File: config.mk
export PLATFORM = sky130hd
export DESIGN_NAME = bus_arbiter_rr
export DESIGN_NICKNAME = d
export VERILOG_FILES = /design/src/rtl/bus_arbiter_rr.sv
export SDC_FILE = /design/constraint.sdc
export NUM_CORES = 1
export LEC_CHECK = 0
export ABC_CLOCK_PERIOD_IN_PS = 1700
export CAP_MARGIN = 20
export CORE_AREA = 3 3 40 42
export CTS_CLUSTER_DIAMETER = 50
export CTS_CLUSTER_SIZE = 8
export DETAILED_ROUTE_END_ITERATION = 16
export DIE_AREA = 0 0 43 45
export REMOVE_ABC_BUFFERS = 1
export SETUP_SLACK_MARGIN = 0.02
export SLEW_MARGIN = 20
export SYNTH_ARGS = -nofsm -noshare
export SYNTH_HDL_FRONTEND = slang
export SYNTH_SLANG_ARGS = --single-unit
File: constraint.sdc
create_clock -name clk -period 1.7 [get_ports clk]
set_clock_uncertainty 0.2 [all_clocks]
set_input_delay 0.255 -clock clk [delete_from_list [all_inputs] [get_ports clk]]
set_output_delay 0.255 -clock clk [all_outputs]
set_load 0.01 [all_outputs]
File: src/rtl/bus_arbiter_rr.sv
// ---------------------------------------------------------------------------
// bus_arbiter_rr
//   Round-robin arbiter for the shared serial bus between master 1 and
//   master 2. The bus is granted only while every slave reports ready.
//   Ownership is held until the owner drops breq. After that, one dead
//   HANDOVER cycle follows before requests are looked at again.
//
//   Optional feature macro: ARB_TIMEOUT_EN
//     defined   - an owner that holds the bus for TIMEOUT_CYCLES cycles is
//                 preempted and timeout pulses for one cycle.
//     undefined - no hold counter; an owner keeps the bus indefinitely.
//
// Ports
//   clk        in   bus clock (rising edge)
//   rstn       in   asynchronous active-low reset
//   m1_breq    in   master 1 bus request
//   m2_breq    in   master 2 bus request
//   s_ready    in   AND of slave ready flags; gates new grants only
//   m1_bgrant  out  master 1 owns the bus
//   m2_bgrant  out  master 2 owns the bus
//   m1_ack     out  one-cycle pulse on the first cycle of an m1 grant
//   m2_ack     out  one-cycle pulse on the first cycle of an m2 grant
//   msel       out  bus mux select (0 = m1, 1 = m2); keeps last owner
//   busy       out  high in GRANT and HANDOVER
//   timeout    out  one-cycle preemption pulse (tied 0 without the macro)
// ---------------------------------------------------------------------------
module bus_arbiter_rr #(
  parameter int unsigned TIMEOUT_CYCLES = 64
) (
  input  logic clk,
  input  logic rstn,
  input  logic m1_breq,
  input  logic m2_breq,
  input  logic s_ready,
  output logic m1_bgrant,
  output logic m2_bgrant,
  output logic m1_ack,
  output logic m2_ack,
  output logic msel,
  output logic busy,
  output logic timeout
);

  if (TIMEOUT_CYCLES < 2) begin : g_bad_timeout
    $error("bus_arbiter_rr: TIMEOUT_CYCLES must be at least 2");
  end

  typedef enum logic [1:0] {
    IDLE     = 2'd0,
    GRANT    = 2'd1,
    HANDOVER = 2'd2
  } state_e;

  state_e state_q, state_d;

  logic m1_bgrant_q, m1_bgrant_d;
  logic m2_bgrant_q, m2_bgrant_d;
  logic m1_ack_q, m1_ack_d;
  logic m2_ack_q, m2_ack_d;
  logic msel_q, msel_d;
  logic busy_q, busy_d;
  // 0 = master 1, 1 = master 2; resets to master 2 so master 1 wins the first tie
  logic last_owner_q, last_owner_d;

  logic winner;     // 0 = master 1, 1 = master 2
  logic owner_req;

`ifdef ARB_TIMEOUT_EN
  localparam int unsigned CNT_WIDTH = $clog2(TIMEOUT_CYCLES);
  localparam logic [CNT_WIDTH-1:0] HOLD_MAX = CNT_WIDTH'(TIMEOUT_CYCLES - 1);

  logic [CNT_WIDTH-1:0] hold_cnt_q, hold_cnt_d;
  logic                 timeout_q, timeout_d;
`endif

  always_comb begin
    state_d      = state_q;
    m1_bgrant_d  = 1'b0;
    m2_bgrant_d  = 1'b0;
    m1_ack_d     = 1'b0;
    m2_ack_d     = 1'b0;
    msel_d       = msel_q;
    last_owner_d = last_owner_q;
    winner       = 1'b0;
    // During GRANT msel_q identifies the owner
    owner_req    = msel_q ? m2_breq : m1_breq;
`ifdef ARB_TIMEOUT_EN
    hold_cnt_d   = hold_cnt_q;
    timeout_d    = 1'b0;
`endif

    unique case (state_q)
      IDLE: begin
        if (s_ready && (m1_breq || m2_breq)) begin
          // Tie goes to whoever did not own the bus last
          winner       = (m1_breq && m2_breq) ? ~last_owner_q : m2_breq;
          state_d      = GRANT;
          m1_bgrant_d  = ~winner;
          m2_bgrant_d  = winner;
          m1_ack_d     = ~winner;
          m2_ack_d     = winner;
          msel_d       = winner;
          last_owner_d = winner;
`ifdef ARB_TIMEOUT_EN
          hold_cnt_d   = '0;
`endif
        end
      end

      GRANT: begin
        if (!owner_req) begin
          // Release takes priority over a simultaneous timeout: no pulse
          state_d = HANDOVER;
        end
`ifdef ARB_TIMEOUT_EN
        else if (hold_cnt_q == HOLD_MAX) begin
          // Preempted owner stays last_owner so the other master wins a tie
          state_d   = HANDOVER;
          timeout_d = 1'b1;
        end
`endif
        else begin
          m1_bgrant_d = ~msel_q;
          m2_bgrant_d = msel_q;
`ifdef ARB_TIMEOUT_EN
          // Cannot pass HOLD_MAX: reaching it forces HANDOVER above
          hold_cnt_d  = hold_cnt_q + 1'b1;
`endif
        end
      end

      HANDOVER: begin
        state_d = IDLE;
      end

      default: begin
        state_d = IDLE;
      end
    endcase

    busy_d = (state_d != IDLE);
  end

  always_ff @(posedge clk or negedge rstn) begin
    if (!rstn) begin
      state_q      <= IDLE;
      m1_bgrant_q  <= 1'b0;
      m2_bgrant_q  <= 1'b0;
      m1_ack_q     <= 1'b0;
      m2_ack_q     <= 1'b0;
      msel_q       <= 1'b0;
      busy_q       <= 1'b0;
      last_owner_q <= 1'b1;
    end else begin
      state_q      <= state_d;
      m1_bgrant_q  <= m1_bgrant_d;
      m2_bgrant_q  <= m2_bgrant_d;
      m1_ack_q     <= m1_ack_d;
      m2_ack_q     <= m2_ack_d;
      msel_q       <= msel_d;
      busy_q       <= busy_d;
      last_owner_q <= last_owner_d;
    end
  end

`ifdef ARB_TIMEOUT_EN
  always_ff @(posedge clk or negedge rstn) begin
    if (!rstn) begin
      hold_cnt_q <= '0;
      timeout_q  <= 1'b0;
    end else begin
      hold_cnt_q <= hold_cnt_d;
      timeout_q  <= timeout_d;
    end
  end

  assign timeout = timeout_q;
`else
  assign timeout = 1'b0;
`endif

  assign m1_bgrant = m1_bgrant_q;
  assign m2_bgrant = m2_bgrant_q;
  assign m1_ack    = m1_ack_q;
  assign m2_ack    = m2_ack_q;
  assign msel      = msel_q;
  assign busy      = busy_q;

endmodule

==> results of run 1 <==
synth_stat cells (all sizes together):
library cell | count | share of area
nor3b | 2 | 0.053
nand4bb | 1 | 0.030
a31o | 1 | 0.023
inv | 1 | 0.0099
dfrtp | 8 | 0.53
o21ai | 1 | 0.013
o32ai | 1 | 0.023
a211oi | 1 | 0.020
a32o | 1 | 0.026
o22ai | 1 | 0.017
mux2i | 1 | 0.026
nand2b | 1 | 0.017
conb | 1 | 0.0099
dfstp | 1 | 0.069
a22o | 1 | 0.023
a21oi | 1 | 0.013
buf | 1 | 0.020
nand2 | 1 | 0.0099
nor2b | 1 | 0.017
nor2 | 1 | 0.0099
and3 | 1 | 0.017
and4b | 1 | 0.026
registers in the layout (all words and copies together) (netlist names):
signal	count
busy	1
last_owner_q	1
m1_ack	1
m1_bgrant	1
m2_ack	1
m2_bgrant	1
msel	1
state_q	2
how the worst max path moves through the flow:
| stage | from | to | slack (ns) | cells past startpoint |
|---|---|---|---|---|
| floorplan | state_q[0] | msel | 0.50 | 2 |
| global placement | m1_breq | msel | 0.16 | 3 |
| detailed placement | m1_breq | msel | 0.1 | 3 |
| CTS | msel | msel | 0.07 | 1 |
| global route | msel | msel | 0.04 | 1 |
| finish | msel | msel | 0.09 | 1 |
area by class of cell:
class,count,area (sq um)
Fill cell,121,761
Sequential cell,9,226
Multi-Input combinational cell,19,141
Timing Repair Buffer,11,108
Clock buffer,4,26.3
Tap cell,15,18.8
Inverter,1,3.75
logic make-up (layout without fill, tap and decap cells):
family,after synthesis,in the layout,share of synthesized area
AND/OR/NAND/NOR,9,9,0.178
other,1,1,0.00989
flip-flops,9,9,0.597
multiplexers,1,1,0.0264
AO/OA/AOI/OAI,8,8,0.158
buffers and inverters,2,16,0.0297
timing repair:
action	in CTS	in global routing
hold buffers	0	0
hold endpoints to repair	0	0
gates resized for setup	0	0
endpoints found under the setup margin	1	0
buffers inserted	1	0
where the power goes:
| part | switching [mW] | internal (mW) |
|---|---|---|
| Sequential | 0.0604 | 0.298 |
| Combinational | 0.125 | 0.178 |
| Clock | 0.0777 | 0.0907 |
per-stage QoR:
step                setup WS, ns  cells  total power, mW   util
global route              0.0373     59            0.876  0.408
finish                    0.0909     59            0.829  0.408
detailed placement        0.0962     54            0.643  0.382
global placement           0.163     54            0.634  0.382
CTS                       0.0718     59            0.839  0.408
floorplan                  0.504     29            0.498      -
per-layer routing:
layer  wire (microns)  part of all wire  GRT usage
met1              324              0.39      0.110
met2              391              0.47      0.153
met3               82             0.099     0.0279
met4               29             0.035      0.108
met5                0                 0          0
==> impl_metrics.json, run 1 <==
{
  "grt_start_max_net_pins": 10,
  "worst-path-buf-inv": 1,
  "synth.avg_cell_area_sq_um": 12.6,
  "crit_fanout": 2,
  "whs_ns": 0.0844,
  "ys_ff_latch": 9,
  "r2r-end": "msel",
  "wirelength_microns": 828,
  "cts_tree": "built",
  "core_area_sq_um": 1280,
  "reg2regPathDepth": 2,
  "gr-total-overflow": 0,
  "start_kind": "flip-flop",
  "path_cells": "clkdlybuf4s50_1",
  "endpoint_kind": "output port",
  "ctsLongestPathBuffers": 2,
  "synthToLayoutAreaGrowth_pct": 38.3,
  "antenna_left": 0,
  "gr-usage-all-layers": 0.101,
  "fp.dieH_microns": 45,
  "drt_iter0_markers": 24,
  "peakVddDrop_v": 0.000489,
  "num_antenna_cells": 0,
  "netlist_instances": 30,
  "cts_buffers": 3,
  "cts_root_buf": "clkbuf_4",
  "via_per_inst": 5.36,
  "drive_gt1_frac": 0.136,
  "drv_cap": 0,
  "drc": 0,
  "finalHoldViolCount": 0,
  "layout_common_cells": "clkdlybuf4s50_1, dfrtp_1, clkbuf_4",
  "synth-seq-area-share": 0.597,
  "placed_area_sq_um": 490,
  "status": "finished clean",
  "rsz0062_at_grt": "false",
  "wl_per_cell_microns": 14.0,
  "crit-reg2reg-launch": "state_q[1]",
  "fin_crit_ns": 1.61,
  "dieWidth_microns": 43,
  "hold_path_class": "in -> async",
  "p_leak_nw": 0.227,
  "postLayoutCellArea_sq_um": 524,
  "antenna_found_initial": 0,
  "vias": 316,
  "ys_warn_count": 0,
  "die_area_sq_um": 1940,
  "slowest_stage": "clkdlybuf4s50_1",
  "htreeDepth": 1,
  "yosysUniqueCellTypes": 23,
  "final_nets": 50,
  "clk_latency_ns": 0.26,
  "rows": 13,
  "slowest_delay_ns": 0.54,
  "path_clk_slew_ns": 0.06,
  "final-setup-viol-count": 0,
  "initial_core_util": 0.295,
  "required_ns": 1.24,
  "critPathKind": "reg -> out",
  "first_global_vias": 299,
  "io_pins": 12,
  "setup_tns_ns": 0,
  "clock.fmax_mhz": 621,
  "p_per_area_nw_per_um2": 1580,
  "cts_sinks": 9,
  "cp_data_arrival_time_ns": 1.15,
  "finalCritPeriodShare": 0.947,
  "numPortBuffers": 10,
  "gp_congestion": 0.910,
  "layout_commonest_cell": "clkdlybuf4s50_1",
  "firstDrtPassIters": 4,
  "critical_path.top_delay_family": "buffers and inverters",
  "grt_pass1_wl_microns": 1330,
  "rrSetupSlack_ns": 0.38,
  "slew_violations": 0,
  "synthesis.area_sq_um": 379
}
(Power assumes the default switching activity.)
==> inputs of run 2 (changes only) <==
--- a/config.mk
+++ b/config.mk
@@ -12,8 +12,10 @@
 export CTS_CLUSTER_SIZE = 8
 export DETAILED_ROUTE_END_ITERATION = 16
 export DIE_AREA = 0 0 43 45
+export RECOVER_POWER = 25
 export REMOVE_ABC_BUFFERS = 1
 export SETUP_SLACK_MARGIN = 0.02
+export SKIP_CTS_REPAIR_TIMING = 1
 export SLEW_MARGIN = 20
 export SYNTH_ARGS = -nofsm -noshare
 export SYNTH_HDL_FRONTEND = slang
==> run 2 against run 1 <==
Net effect: critical path depth is the same; via count shrank 1.9%; first-iteration DRC count shrank 8.3%; count of clock-buffer cells in the layout is the same; flip-flop and latch count is the same; utilization grew 0.19 points; final cell count is the same.
==> impl_metrics.json, run 2 (synthesis gave the netlist of run 1 again) <==
{
  "critical_path.top_delay_family": "buffers and inverters",
  "slowest_stage": "clkdlybuf4s50_1",
  "antenna_found_initial": 0,
  "final_nets": 50,
  "p_per_area_nw_per_um2": 1570,
  "p_leak_nw": 0.237,
  "required_ns": 1.24,
  "core_area_sq_um": 1280,
  "fp.dieH_microns": 45,
  "path_cells": "clkdlybuf4s50_1",
  "grt_start_max_net_pins": 10,
  "endpoint_kind": "output port",
  "die_area_sq_um": 1940,
  "gr-usage-all-layers": 0.0987,
  "largest_reg_flops": 2,
  "initial_core_util": 0.295,
  "place_worst_setup_slack_ns": 0.0962,
  "htreeDepth": 1,
  "cts_buffers": 3,
  "grt_pass1_wl_microns": 1300,
  "io_pins": 12,
  "dp.cells": 54,
  "ctsLongestPathBuffers": 2,
  "rows": 13,
  "rsz0062_at_grt": "false",
  "slowest_delay_ns": 0.52,
  "crit_fanout": 1,
  "via_per_inst": 5.25,
  "antenna_left": 0,
  "drive_gt1_frac": 0.136,
  "path_clk_slew_ns": 0.06,
  "firstDrtPassIters": 5,
  "first_global_vias": 287,
  "hold_path_class": "in -> async",
  "final-setup-viol-count": 0,
  "wl_per_cell_microns": 14.2,
  "finalCritPeriodShare": 0.924,
  "num_antenna_cells": 0,
  "cts_tree": "built",
  "cp-startpoint": "m2_ack",
  "start_kind": "flip-flop",
  "drt_iter0_markers": 22,
  "gp_congestion": 0.910,
  "slew_violations": 0,
  "wirelength_microns": 836,
  "cts_root_buf": "clkbuf_4",
  "worst-path-buf-inv": 1,
  "drc": 0,
  "finalHoldViolCount": 0,
  "drv_cap": 0,
  "peakVddDrop_v": 0.000492,
  "cts_sinks": 9,
  "cp_data_arrival_time_ns": 1.12,
  "vias": 310,
  "status": "finished clean",
  "gr-total-overflow": 0,
  "synthToLayoutAreaGrowth_pct": 38.9,
  "setup_ws_ns": 0.128,
  "regMostFlops": "state_q",
  "dieWidth_microns": 43,
  "layout_common_cells": "dfrtp_1, clkdlybuf4s50_1, clkbuf_4",
  "crit-reg2reg-launch": "state_q[0]",
  "numPortBuffers": 10,
  "stdcell_count": 59,
  "fin_crit_ns": 1.57,
  "clock.fmax_mhz": 636,
  "critPathKind": "reg -> out",
  "clk_latency_ns": 0.27
}
==> run 2: cell type report <==
class                   instances  area (sq um)
flip-flops and latches          9           226
fillers                       121           758
multi-input cells              19           141
well taps                      15          18.8
repair buffers                 11           110
inverters                       1          3.75
clock buffers                   4          26.3
==> run 2: path summary, 6_finish.rpt <==
kind / end / slack (ns) / cells past startpoint
worst max-delay path: m2_ack / 0.13 / 1
worst min-delay path: m1_bgrant / 0.15 / 1
worst max register to register: msel / 0.38 / 2
worst min register to register: last_owner_q / 0.37 / 1
max in group asynchronous: last_owner_q / 0.83 / 1
min in group clk: last_owner_q / 0.37 / 1
==> run 2: where the power goes <==
group          internal (mW)  leakage, nW  total [mW]  switching (mW)
logic                  0.173        0.109       0.291           0.118
registers              0.298        0.113       0.367          0.0689
clock network         0.0908       0.0150       0.171          0.0803
==> run 2: through the flow <==
step	hold slack, ns	utilization	cell area [sq um]	total power [mW]	TNS (ns)
after detailed placement	0.361	0.382	490	0.643	0
final	0.152	0.410	527	0.829	0
after CTS	0.0915	0.402	517	0.819	-0.0239
after floorplan	-0.241	-	372	0.498	0
after global placement	0.344	0.382	490	0.634	0
after global routing	0.187	0.410	527	0.869	0
==> run 2: routing by layer <==
layer / share of wire / global-route usage / up-vias
li1: - / - / 140
met2: 0.46 / 0.147 / 24
met5: 0 / 0 / -
met4: 0.043 / 0.108 / 0
met1: 0.39 / 0.108 / 138
met3: 0.099 / 0.0279 / 8
